[config.mk]
export PLATFORM = sky130hd
export DESIGN_NAME = instr_decode
export DESIGN_NICKNAME = d
export VERILOG_FILES = /design/src/rtl/instr_decode_pkg.sv /design/src/rtl/instr_decode_reg_file.sv /design/src/rtl/instr_decode.sv
export SDC_FILE = /design/constraint.sdc
export NUM_CORES = 2
export LEC_CHECK = 0
export BUFFER_PORTS_ARGS = -buffer_cell sky130_fd_sc_hd__buf_2
export CAP_MARGIN = 10
export CORE_MARGIN = 2
export CORE_UTILIZATION = 53
export CTS_CLUSTER_SIZE = 25
export DETAILED_ROUTE_END_ITERATION = 6
export HOLD_SLACK_MARGIN = 0.08
export PLACE_DENSITY_LB_ADDON = 0.3
export SLEW_MARGIN = 25
export SYNTH_ARGS = -nofsm -noshare
export SYNTH_HDL_FRONTEND = slang
export SYNTH_SLANG_ARGS = --single-unit
[constraint.sdc]
create_clock -name clk -period 4.2 [get_ports clk]
set_input_delay 0 -clock clk [delete_from_list [all_inputs] [get_ports clk]]
set_output_delay 0 -clock clk [all_outputs]
set_load 0.02 [all_outputs]
[src/rtl/instr_decode_pkg.sv]
// Shared RV32I decode definitions: opcodes, immediate formats, control bundle
// and the immediate generator used by the decode stage.
package instr_decode_pkg;

  localparam int AW = 5;

  localparam logic [6:0] OPC_OP     = 7'b0110011;
  localparam logic [6:0] OPC_OP_IMM = 7'b0010011;
  localparam logic [6:0] OPC_LOAD   = 7'b0000011;
  localparam logic [6:0] OPC_STORE  = 7'b0100011;
  localparam logic [6:0] OPC_BRANCH = 7'b1100011;
  localparam logic [6:0] OPC_JAL    = 7'b1101111;
  localparam logic [6:0] OPC_JALR   = 7'b1100111;
  localparam logic [6:0] OPC_LUI    = 7'b0110111;
  localparam logic [6:0] OPC_AUIPC  = 7'b0010111;

  typedef enum logic [2:0] {
    IMM_NONE,
    IMM_I,
    IMM_S,
    IMM_B,
    IMM_U,
    IMM_J
  } imm_fmt_e;

  typedef struct packed {
    logic branch;
    logic jal;
    logic jalr;
    logic mem_read;
    logic mem_write;
    logic mem_to_reg;
    logic reg_write;
    logic alu_src;
    logic illegal;
  } ctrl_t;

  // B and J offsets are halfword-aligned, so bit 0 is always zero.
  function automatic logic [31:0] gen_imm(input logic [31:0] i, input imm_fmt_e fmt);
    case (fmt)
      IMM_I:   gen_imm = {{20{i[31]}}, i[31:20]};
      IMM_S:   gen_imm = {{20{i[31]}}, i[31:25], i[11:7]};
      IMM_B:   gen_imm = {{19{i[31]}}, i[31], i[7], i[30:25], i[11:8], 1'b0};
      IMM_U:   gen_imm = {i[31:12], 12'h000};
      IMM_J:   gen_imm = {{11{i[31]}}, i[31], i[19:12], i[20], i[30:21], 1'b0};
      default: gen_imm = '0;
    endcase
  endfunction

endpackage

[src/rtl/instr_decode_reg_file.sv]
// Architectural register file: two asynchronous read ports, one synchronous
// write port, x0 hard-wired to zero, whole array cleared on rst.
module instr_decode_reg_file
  import instr_decode_pkg::*;
#(
  parameter int XLEN  = 32,
  parameter int NREGS = 32
) (
  input  logic            clk,
  input  logic            rst,
  input  logic            we,
  input  logic [AW-1:0]   waddr,
  input  logic [XLEN-1:0] wdata,
  input  logic [AW-1:0]   raddr1,
  input  logic [AW-1:0]   raddr2,
  output logic [XLEN-1:0] rdata1,
  output logic [XLEN-1:0] rdata2
);

  logic [XLEN-1:0] regs [NREGS];

  // NOTE: this array is reset on purpose (architectural state must read 0 after rst);
  // the loop keeps it a flop array rather than a RAM macro.
  always_ff @(posedge clk) begin
    if (rst) begin
      for (int i = 0; i < NREGS; i++) regs[i] <= '0;
    end else if (we && waddr != '0) begin
      regs[waddr] <= wdata;
    end
  end

  assign rdata1 = (raddr1 == '0) ? '0 : regs[raddr1];
  assign rdata2 = (raddr2 == '0) ? '0 : regs[raddr2];

endmodule

[src/rtl/instr_decode.sv]
// RV32I decode stage: control decode, immediate generation and operand read
// with writeback bypass, captured into one stall/flush-controlled register.
module instr_decode
  import instr_decode_pkg::*;
#(
  parameter int              XLEN     = 32,
  parameter int              NREGS    = 32,
  parameter logic [XLEN-1:0] RESET_PC = '0
) (
  input  logic            clk,
  input  logic            rst,
  input  logic [31:0]     instruction,
  input  logic [XLEN-1:0] pc_in,
  input  logic            in_valid,
  input  logic            stall,
  input  logic            flush,
  input  logic            wb_en,
  input  logic [AW-1:0]   wb_addr,
  input  logic [XLEN-1:0] wb_data,
  output logic [XLEN-1:0] rs1_data,
  output logic [XLEN-1:0] rs2_data,
  output logic [XLEN-1:0] imm32,
  output logic [AW-1:0]   rd_addr,
  output logic [2:0]      funct3,
  output logic            funct7b5,
  output logic [XLEN-1:0] pc_out,
  output logic            branch,
  output logic            jal,
  output logic            jalr,
  output logic            mem_read,
  output logic            mem_write,
  output logic            mem_to_reg,
  output logic            reg_write,
  output logic            alu_src,
  output logic            illegal,
  output logic            out_valid
);

  logic [6:0]      opcode;
  logic [AW-1:0]   rs1, rs2, rd;
  logic [XLEN-1:0] rf_rdata1, rf_rdata2;
  logic [XLEN-1:0] op1, op2;
  ctrl_t           ctrl_d, ctrl_q;
  imm_fmt_e        fmt;

  assign opcode = instruction[6:0];
  assign rd     = instruction[11:7];
  assign rs1    = instruction[19:15];
  assign rs2    = instruction[24:20];

  instr_decode_reg_file #(.XLEN(XLEN), .NREGS(NREGS)) u_reg_file (
    .clk    (clk),
    .rst    (rst),
    .we     (wb_en),
    .waddr  (wb_addr),
    .wdata  (wb_data),
    .raddr1 (rs1),
    .raddr2 (rs2),
    .rdata1 (rf_rdata1),
    .rdata2 (rf_rdata2)
  );

  // Same-cycle writeback must be visible to the instruction being decoded.
  assign op1 = (wb_en && wb_addr == rs1 && rs1 != '0) ? wb_data : rf_rdata1;
  assign op2 = (wb_en && wb_addr == rs2 && rs2 != '0) ? wb_data : rf_rdata2;

  // NOTE: defaults first so every path assigns ctrl_d and fmt -- no latches.
  always_comb begin
    ctrl_d = '0;
    fmt    = IMM_NONE;
    case (opcode)
      OPC_OP:     ctrl_d.reg_write = 1'b1;
      OPC_OP_IMM: begin
        ctrl_d.reg_write = 1'b1;
        ctrl_d.alu_src   = 1'b1;
        fmt              = IMM_I;
      end
      OPC_LOAD: begin
        ctrl_d.mem_read   = 1'b1;
        ctrl_d.mem_to_reg = 1'b1;
        ctrl_d.reg_write  = 1'b1;
        ctrl_d.alu_src    = 1'b1;
        fmt               = IMM_I;
      end
      OPC_STORE: begin
        ctrl_d.mem_write = 1'b1;
        ctrl_d.alu_src   = 1'b1;
        fmt              = IMM_S;
      end
      OPC_BRANCH: begin
        ctrl_d.branch = 1'b1;
        fmt           = IMM_B;
      end
      OPC_JAL: begin
        ctrl_d.jal       = 1'b1;
        ctrl_d.reg_write = 1'b1;
        fmt              = IMM_J;
      end
      OPC_JALR: begin
        ctrl_d.jalr      = 1'b1;
        ctrl_d.reg_write = 1'b1;
        ctrl_d.alu_src   = 1'b1;
        fmt              = IMM_I;
      end
      OPC_LUI, OPC_AUIPC: begin
        ctrl_d.reg_write = 1'b1;
        ctrl_d.alu_src   = 1'b1;
        fmt              = IMM_U;
      end
      default:    ctrl_d.illegal = 1'b1;
    endcase
  end

  // NOTE: all state below uses non-blocking assignments so every flop samples pre-edge values.
  always_ff @(posedge clk) begin
    if (rst) begin
      out_valid <= 1'b0;
      ctrl_q    <= '0;
      rs1_data  <= '0;
      rs2_data  <= '0;
      imm32     <= '0;
      rd_addr   <= '0;
      funct3    <= '0;
      funct7b5  <= 1'b0;
      pc_out    <= RESET_PC;
    end else if (flush) begin
      out_valid <= 1'b0;
      ctrl_q    <= '0;
      rd_addr   <= '0;
    end else if (!stall) begin
      out_valid <= in_valid;
      ctrl_q    <= in_valid ? ctrl_d : '0;
      rs1_data  <= op1;
      rs2_data  <= op2;
      imm32     <= gen_imm(instruction, fmt);
      rd_addr   <= (in_valid && ctrl_d.reg_write) ? rd : '0;
      funct3    <= instruction[14:12];
      funct7b5  <= instruction[30];
      pc_out    <= pc_in;
    end
  end

  assign branch     = ctrl_q.branch;
  assign jal        = ctrl_q.jal;
  assign jalr       = ctrl_q.jalr;
  assign mem_read   = ctrl_q.mem_read;
  assign mem_write  = ctrl_q.mem_write;
  assign mem_to_reg = ctrl_q.mem_to_reg;
  assign reg_write  = ctrl_q.reg_write;
  assign alu_src    = ctrl_q.alu_src;
  assign illegal    = ctrl_q.illegal;

endmodule
==> flow_summary.toml <==
[outcome]
status = "complete, but fails checks"
violations = "design-rule violations"

[worst_setup_path]
worst_path_largest_cell_delay_ns = 0.64
reg2reg_depth = 4
worst-path-buf-inv = 4
path_cells = "dlygate4sd3_1, buf_4, clkinv_1, and4_1, a211oi_4, buf_4, o2111ai_1, o32ai_1"
cp.required_ns = 4.83
path_delay_family = "buffers and inverters"
cp-start-kind = "input pin"
regToRegSetupSlack_ns = 2.22
crit_arrival_ns = 3.77
cp_max_fo = 34
critical_path_class = "in -> reg"
slowest_stage = "clkinv_1"
endpoint_kind = "register"
path_common_cell = "buf_4"
rr_startpoint = "rd_addr[2]$_SDFFE_PP0N_"
reg2reg_to = "rd_addr[2]$_SDFFE_PP0N_"

[yosys]
synth_common_cells = "edfxtp_1, and2_1, mux4_2"
synth_top_area_cell = "edfxtp_1"
synth_warnings = 0
yosysUniqueCellTypes = 62
netlist_area_mm2 = 0.0601
ys_seq_elements = 1170
avgSynthCellArea_um2 = 14.0
synth_top_area_share_pct = 51.1
synth_area_leaders = "edfxtp_1, mux4_2, and2_1"
ys.flop_type = "edfxtp_1"
synth_edf_count = 1024
syn_inst = 4287
synth_most_common_cell = "edfxtp_1"
synth-async-reset-ratio_pct = 0
yosysSeqAreaShare_pct = 56.0

[sta]
tightest_slew_ns = 1.13
slew_violations = 0
rsz0062_at_grt = "no"
skew_ns = 0.0201
slew_headroom_pct = 24.5
setup_viol = 0
tns_ns = 0
fin_crit_sh_pct = 74.8
finalHoldViolCount = 0
max_freq_mhz = 318
fin_crit_ns = 3.14
setup_ws_ns = 1.06

[floorplanning]
floorplan.die.height_um = 341
die_w_um = 341
core-area_mm2 = 0.112
initial_utilization_pct = 53.5
rows = 123
die-area_mm2 = 0.116
io_pins = 254

[clock_network]
clk_pin_slew_ns = 0.06
htree_levels = 3
cts_setup_buffers = 0
cts_resized = 0
cts_made_buffers = 121
clock_sinks = 1170
cts_tree = "done"
cts_buffer_depth = 3
root_buffer = "clkbuf_16"
insertion_delay_ns = 0.74

[hold_path]
min_path_type = "in -> reg"
hold_path_depth = 4
whs_endpoint = "imm32[2]$_SDFFE_PP0P_"
min_from = "instruction[9]"

[global_routing]
antenna_found_initial = 7
grt_pass1_wl_mm = 295
grt_max_degree = 79
grt_usage_pct = 35.2
grt_pass1_vias = 41707
grt-ovfl-total = 0

[routing]
drtPass1Iterations = 7
drcViolationCount = 1
drt-initial-drc-count = 6256
topRoutingLayerUsed = "met5"
route.met3.wl_mm = 28.0
antenna_left = 0
viasPerCell = 6.86
wl_mm = 206
num_vias = 42405
dr_wl_met2_mm = 92.7
wl_met1_mm = 72.9
avgRoutedWirePerCell_um = 33.3

[finish]
finalNetCount = 4668
drive_gt1_share_pct = 25.3
area_growth_pct = 15.4
finalCoreUtilization_pct = 61.7

[power]
comb_power_share_pct = 12.2
internal-power_w = 0.0211
power_frac_clock_pct = 39.3
ir_drop_v = 0.000440
power.total_w = 0.0282
p_leak_nw = 24.6
power_density_mw_per_mm2 = 406
p_sw_w = 0.00714
seqPwrFrac_pct = 48.6
swShare_pct = 25.3

[placed_design]
portBuffers = 253
pre_cts_ws_ns = 1.23
place.gp.congestion = 0.930
dpl.hpwl_mm = 121

[job]
maxCapViolations = 0
==> cells by family (layout without fill, tap and decap cells) <==
logic type,after synthesis,after routing,share of synthesized area (%)
flip-flops,1170,1170,56.0
multiplexers,564,564,19.6
AO/OA/AOI/OAI,574,574,6.96
buffers and inverters,466,817,3.37
other,1,41,0.00624
XOR/XNOR,10,10,0.146
AND/OR/NAND/NOR,1502,1502,13.9
==> power by group through the flow <==
stage,Clock [W],Combinational (W),Sequential [W]
2_1_floorplan,0,0.00197,0.0138
3_3_place_gp,0,0.00316,0.0139
3_5_place_dp,0,0.00321,0.0139
4_1_cts,0.0111,0.00333,0.0137
5_1_grt,0.0115,0.00353,0.0137
6_report,0.0111,0.00343,0.0137
==> cell type report <==
class                   instances  area (um2)
multi-input cells            2682       25200
well taps                    1500        1880
diodes                          9        22.5
inverters                      14        57.6
flip-flops and latches       1170       33700
clock buffers                 183        3610
clock inverters                48         438
repair buffers                572        4580
fillers                      8128       43100
==> state kept, by name, indices dropped and copies added (netlist names) <==
| register | cells |
|---|---|
| rs1_data | 32 |
| rd_addr | 5 |
| pc_out | 32 |
| rs2_data | 32 |
| jal | 1 |
| u_reg_file.regs | 1024 |
| mem_write | 1 |
| mem_read | 1 |
| jalr | 1 |
| imm32 | 32 |
| out_valid | 1 |
| funct3 | 3 |
| funct7b5 | 1 |
| alu_src | 1 |
| illegal | 1 |
| branch | 1 |
| reg_write | 1 |
==> how the worst max path moves through the flow <==
| stage | from | endpoint | slack [ns] | cells after the start |
|---|---|---|---|---|
| global placement | instruction[23] | rs2_data[4]$_SDFFE_PP0P_ | 1.30 | 7 |
| global route | instruction[23] | rs2_data[4]$_SDFFE_PP0P_ | 1.17 | 8 |
| CTS | instruction[0] | rd_addr[4]$_SDFFE_PP0N_ | 1.31 | 9 |
| detailed placement | instruction[23] | rs2_data[4]$_SDFFE_PP0P_ | 1.23 | 7 |
| finish | instruction[23] | rs2_data[4]$_SDFFE_PP0P_ | 1.06 | 8 |
| floorplan | wb_addr[2] | u_reg_file.regs[20][0]$_SDFFCE_PN0P_ | 0.55 | 6 |
==> through the flow <==
stage               hold WS (ns)  instance area [um2]  std cells
global placement           0.233                63300       5748
detailed placement         0.240                63400       5752
global route               0.164                69400       6171
floorplan                  0.126                60200       4318
CTS                        0.124                69300       6164
finish                     0.171                69400       6178
==> cell usage in the layout, fill, tap and decap left out, types with 20 or more instances in the layout <==
cell type	n
buf_2	246
a221oi_2	30
clkinv_1	20
clkbuf_16	130
a32o_1	21
nor2_1	78
edfxtp_1	1024
buf_4	109
dlygate4sd3_1	181
a22oi_1	170
o22ai_1	22
o21ai_4	32
clkbuf_1	36
mux2i_1	73
o21ai_0	49
buf_12	23
conb_1	32
dfxtp_1	146
nand2_1	301
mux4_2	491
o2111ai_1	21
nand3_1	27
and2_1	1004
nor2_2	22
a21oi_1	120
==> timing repair <==
action                                   CTS  global route
endpoints found under the setup margin     0             0
hold endpoints to repair                1159             0
hold buffers                             181             0
==> worst register-to-register path: stages (launching register included) <==
cell           delay, ns
dfxtp_1             0.48
a22oi_1             0.15
dlygate4sd3_1       0.62
nor2_1              0.10
dlygate4sd3_1       0.57
==> routing by layer <==
layer	track usage (%)	vias up
met3	9.58	637
met1	47.0	21368
li1	-	16864
met2	53.5	3532
met5	0	-
met4	17.8	4
Note: power is estimated with default switching activity, not from simulation.
